===== src/rtl/brq_bus_arbiter.sv =====
// Two-requester (instr fetch / LSU) arbiter onto one req/gnt/rvalid port.
// An in-order owner FIFO steers each response back to the requester that issued it.
module brq_bus_arbiter #(
    parameter int   MAX_OUTSTANDING = 2,
    parameter logic FIXED_PRIO      = 1'b0,
    localparam int  CW              = $clog2(MAX_OUTSTANDING + 1)
) (
    input  logic          clock,
    input  logic          reset,
    input  logic          instr_req_i,
    output logic          instr_gnt_o,
    input  logic [31:0]   instr_addr_i,
    output logic          instr_rvalid_o,
    output logic [31:0]   instr_rdata_o,
    output logic          instr_err_o,
    input  logic          data_req_i,
    output logic          data_gnt_o,
    input  logic          data_we_i,
    input  logic [3:0]    data_be_i,
    input  logic [31:0]   data_addr_i,
    input  logic [31:0]   data_wdata_i,
    output logic          data_rvalid_o,
    output logic [31:0]   data_rdata_o,
    output logic          data_err_o,
    output logic          m_req_o,
    input  logic          m_gnt_i,
    output logic          m_we_o,
    output logic [3:0]    m_be_o,
    output logic [31:0]   m_addr_o,
    output logic [31:0]   m_wdata_o,
    input  logic          m_rvalid_i,
    input  logic [31:0]   m_rdata_i,
    input  logic          m_err_i,
    output logic [CW-1:0] outstanding_o,
    output logic          proto_err_o
);
    localparam int PW = (MAX_OUTSTANDING > 1) ? $clog2(MAX_OUTSTANDING) : 1;

    // Owner encoding everywhere: 0 = instr, 1 = data.
    logic [MAX_OUTSTANDING-1:0] fifo_q, fifo_d;
    logic [PW-1:0]              wr_ptr_q, wr_ptr_d, rd_ptr_q, rd_ptr_d;
    logic [CW-1:0]              count_q, count_d;
    logic                       lock_q, lock_d, lock_data_q, lock_data_d;
    logic                       rr_last_q, rr_last_d;
    logic                       proto_err_q, proto_err_d;

    logic full, empty, win_data, win_req, push, pop, head_data;

    assign full      = (count_q == CW'(MAX_OUTSTANDING));
    assign empty     = (count_q == '0);
    assign head_data = fifo_q[rd_ptr_q];

    always_comb begin
        win_data = data_req_i;
        if (lock_q)
            win_data = lock_data_q;
        else if (instr_req_i && data_req_i)
            win_data = FIXED_PRIO ? 1'b1 : !rr_last_q;
    end

    assign win_req = win_data ? data_req_i : instr_req_i;
    assign m_req_o = reset && !full && win_req;
    assign push    = m_req_o && m_gnt_i;
    assign pop     = m_rvalid_i && !empty;

    assign m_we_o    = win_data && data_we_i;
    assign m_be_o    = win_data ? data_be_i : 4'hF;
    assign m_addr_o  = win_data ? data_addr_i : instr_addr_i;
    assign m_wdata_o = win_data ? data_wdata_i : 32'h0;

    assign instr_gnt_o    = push && !win_data;
    assign data_gnt_o     = push && win_data;
    assign instr_rvalid_o = reset && pop && !head_data;
    assign data_rvalid_o  = reset && pop && head_data;
    assign instr_rdata_o  = m_rdata_i;
    assign data_rdata_o   = m_rdata_i;
    assign instr_err_o    = m_err_i;
    assign data_err_o     = m_err_i;
    assign outstanding_o  = count_q;
    assign proto_err_o    = proto_err_q;

    always_comb begin
        fifo_d      = fifo_q;
        wr_ptr_d    = wr_ptr_q;
        rd_ptr_d    = rd_ptr_q;
        count_d     = count_q;
        rr_last_d   = rr_last_q;
        // A stalled request keeps its owner latched so the other side cannot steal the port.
        lock_d      = m_req_o && !m_gnt_i;
        lock_data_d = lock_d ? win_data : lock_data_q;
        proto_err_d = proto_err_q || (m_rvalid_i && empty);
        if (push) begin
            fifo_d[wr_ptr_q] = win_data;
            wr_ptr_d  = (wr_ptr_q == PW'(MAX_OUTSTANDING - 1)) ? '0 : wr_ptr_q + PW'(1);
            rr_last_d = win_data;
        end
        if (pop)
            rd_ptr_d = (rd_ptr_q == PW'(MAX_OUTSTANDING - 1)) ? '0 : rd_ptr_q + PW'(1);
        case ({push, pop})
            2'b10:   count_d = count_q + CW'(1);
            2'b01:   count_d = count_q - CW'(1);
            default: count_d = count_q;
        endcase
    end

    always_ff @(posedge clock or negedge reset) begin
        if (!reset) begin
            fifo_q      <= '0;
            wr_ptr_q    <= '0;
            rd_ptr_q    <= '0;
            count_q     <= '0;
            lock_q      <= 1'b0;
            lock_data_q <= 1'b0;
            rr_last_q   <= 1'b0;
            proto_err_q <= 1'b0;
        end else begin
            fifo_q      <= fifo_d;
            wr_ptr_q    <= wr_ptr_d;
            rd_ptr_q    <= rd_ptr_d;
            count_q     <= count_d;
            lock_q      <= lock_d;
            lock_data_q <= lock_data_d;
            rr_last_q   <= rr_last_d;
            proto_err_q <= proto_err_d;
        end
    end
endmodule

===== config.mk =====
export PLATFORM = sky130hd
export DESIGN_NAME = brq_bus_arbiter
export DESIGN_NICKNAME = d
export VERILOG_FILES = /design/src/rtl/brq_bus_arbiter.sv
export SDC_FILE = /design/constraint.sdc
export NUM_CORES = 1
export LEC_CHECK = 0
export ABC_AREA = 1
export CORE_AREA = 2 2 111 113
export CTS_BUF_LIST = sky130_fd_sc_hd__clkbuf_8
export DETAILED_ROUTE_END_ITERATION = 10
export DIE_AREA = 0 0 113 115
export DONT_BUFFER_PORTS = 1
export PLACE_DENSITY = 0.31
export SLEW_MARGIN = 20
export SYNTH_ARGS = -nofsm -noshare
export SYNTH_HDL_FRONTEND = slang
export SYNTH_SLANG_ARGS = --single-unit

===== constraint.sdc =====
create_clock -name clock -period 2.44 [get_ports clock]
set_input_delay 0.244 -clock clock [delete_from_list [all_inputs] [get_ports clock]]
set_output_delay 0.244 -clock clock [all_outputs]
set_load 0.1 [all_outputs]

==> results.md <==
* Status: complete, but fails checks
* Violated checks: design-rule violations
* Number of iterations in the first detailed-routing pass at 7
* Cell count after synthesis at 307
* Fin cells at 466
* Worst hold path type: input port to flip-flop
* CP most frequent cell: sky130_fd_sc_hd__nand2_1
* Setup skew after layout at 0.00615 ns
* Port-buffer cells at 0
* Number of distinct standard cells referenced by the synthesized netlist at 24
* Setup TNS at 0 ns
* Final instance area at 3100 µm²
* Number of max-capacitance violations reported at 0
* Number of filler cells placed in the layout at 1293
* Number of clock buffers inserted by TritonCTS at 3
* Leakage at 1.57 nW
* Post-layout min period at 2.09 ns
* Routed length per placed instance at 12.4 µm
* Maximum resistive drop on vdd at 0.507 mV
* Synthesis Warnings at 0
* Placed cell area at 3040 µm²
* Peak per-stage delay on the critical path at 0.39 ns
* Most frequent cell after synthesis: sky130_fd_sc_hd__nand2_1
* Post-synthesis instance area at 1740 µm²
* DRC Markers at 18
* Post-synth top cells: 111 x sky130_fd_sc_hd__nand2_1, 66 x sky130_fd_sc_hd__buf_4, 41 x sky130_fd_sc_hd__inv_1
* Part of the Yosys area used for sequential elements at 14.4%
* Wire length of the first global-routing pass at 8240 µm
* Area of the die at 13000 µm²
* # H-tree levels at 1
* Synth top area share at 28.6%
* Area growth from synthesis to layout at 78.8%
* Power after layout at 4.24 mW
* 1st-iter DRT viols at 46
* Final-layout worst hold slack at 0.169 ns
* Core Box Area at 11800 µm²
* Initial Util at 14.7%
* Synth Flop Type: sky130_fd_sc_hd__dfrtp_1
* Vias in the first global route at 1596
* # diodes at 0
* GR Util All Layers at 7.80%
* Data arrival at the endpoint of the critical path at 1.85 ns
* Final Hold Viols at 0
* Average vias per placed instance at 3.66
* Total grt overflow at 0
* Period utilisation layout at 85.7%
* Initial antenna violation count at 0
* Register bit total from synthesis at 10
* Transition time of the tightest slew-check pin at 0.894 ns
* Cell family with the largest share of critical-path delay: buffers and inverters
* Floorplan row count at 40
* Placer's final routability congestion estimate at 0.690
* Latest clock arrival within the worst-skew pair at 0.23 ns
* Residual antenna-violating net count after detailed routing at 0
* Crit path buf inv count at 3
* Relative slew slack at 40.4%
* Largest net degree at the start of global routing at 36
* Post-synth EDFFs at 0
* Final worst-path setup slack at 0.348 ns
* Endpoint type of the worst setup path: primary output
* Worst endpoint required time at 2.20 ns
* Final slew viol count at 0
* Unrepaired setup endpoints after global routing: no
* Async SR Flop Fraction at 100%
* Average footprint of a synthesized cell at 5.65 µm²
* Setup-failing EPs final at 0
* Setup Slack @ Placement at 0.519 ns
* CP Max Fanout at 25
* CP Cell Sequence: nand2_2, nand2_4, inv_2, buf_4, nand2_1, nand2_1, buf_12
* F_max at 478 MHz
* Net count after synthesis at 448
* Fin util at 26.3%
* Top cell type by total area after synthesis: sky130_fd_sc_hd__buf_4
* Startpoint type of the worst setup path: flip-flop
* Fraction of final layout cells sized beyond drive strength 1 at 44.2%
* Slowest cell on the critical path: sky130_fd_sc_hd__dfrtp_1
* Vias after detailed routing at 1705
* Clock sink count at 10
* X dimension of the die at 113 µm
* Maximum clock path buffer count at 2
* Synth top area cells: sky130_fd_sc_hd__buf_4 29%, sky130_fd_sc_hd__nand2_1 24%, sky130_fd_sc_hd__dfrtp_1 14%
* Clk pin slew, worst setup/hold paths at 0.05 ns
* Root Driver: sky130_fd_sc_hd__clkbuf_8
* Estimated wirelength of the detail-placed design at 4990 µm
* CTS tree: done
* Number of placed instances, taps included at 461
* Final Routed Wirelength at 5790 µm
* Worst Setup Path Type: flip-flop to primary output
* Die Ht at 115 µm
* NumNets Final at 461
* Power per cell area at 1370 nW/µm²
* Ports at 283
==> state kept, by name, indices dropped and copies added, names as in the netlist <==
| signal | count |
|---|---|
| lock_q | 1 |
| rr_last_q | 1 |
| outstanding_o | 2 |
| proto_err_o | 1 |
| rd_ptr_q | 1 |
| wr_ptr_q | 1 |
| fifo_q | 2 |
| lock_data_q | 1 |
==> power breakdown <==
part | leakage [nW] | internal (mW) | switching (mW)
registers | 0.120 | 0.235 | 0.0463
clock network | 0.0288 | 0.142 | 0.0632
logic | 1.42 | 1.16 | 2.59
total | 1.57 | 1.54 | 2.70
==> repair_timing <==
item                      CTS  global route
gates resized for setup     0             0
hold endpoints to repair   10             0
hold buffers                1             0
setup buffers               0             0
==> final cells by class <==
class | instances | area [µm²] | area share, %
sequential | 10 | 250 | 8.06
tap | 147 | 184 | 5.93
clock buffer | 4 | 55.1 | 1.77
inverter | 44 | 165 | 5.32
timing repair buffer | 84 | 1570 | 50.6
multi-input combinational | 177 | 877 | 28.3
==> path summary, 6_finish.rpt <==
path,from,endpoint,slack [ns],depth (start not counted)
min in group asynchronous,reset,outstanding_o[1],0.40,1
max in group asynchronous,reset,lock_data_q,1.71,1
worst min register to register,fifo_q[1],fifo_q[1],0.47,2
worst max-delay path,lock_q,m_addr_o[19],0.35,7
worst max register to register,lock_q,outstanding_o[1],0.70,8
worst min-delay path,m_rvalid_i,proto_err_o,0.17,1
==> placed cells by master, fill, tap and decap left out, types with 2 or more instances in the layout <==
cell                       Yosys  final
sky130_fd_sc_hd__clkbuf_8      0      4
sky130_fd_sc_hd__xor2_1        2      2
sky130_fd_sc_hd__nor2_4        1      3
sky130_fd_sc_hd__nand4_1       2      2
sky130_fd_sc_hd__o21ai_0       2      2
sky130_fd_sc_hd__dfrtp_1      10     10
sky130_fd_sc_hd__or2_2         3      3
sky130_fd_sc_hd__buf_4        66      8
sky130_fd_sc_hd__inv_2         3      3
sky130_fd_sc_hd__o21ai_1       2      2
sky130_fd_sc_hd__buf_12        0     75
sky130_fd_sc_hd__nand2_1     111    111
sky130_fd_sc_hd__or2_1         2      2
sky130_fd_sc_hd__nor2_2        2     37
sky130_fd_sc_hd__nand3_2       2      2
sky130_fd_sc_hd__inv_1        41     41
sky130_fd_sc_hd__nand2_2       3      3
==> per-layer routing <==
layer,part of all wire [%],GRT usage (%)
met2,50,13.0
met1,37,9.60
met3,13,2.90
met4,0.52,1.95
met5,0,0
==> cell families after synthesis <==
kind of cell	count (synthesis)	synth area share [%]
xor gates and xnor gates	3	1.51
AOI/OAI and AO/OA	6	1.95
adders and majority gates	1	0.721
and+or+nand+nor	167	40.4
buffers and inverters	120	41.0
DFF	10	14.4
No activity file was read; power rests on OpenSTA's default activity.
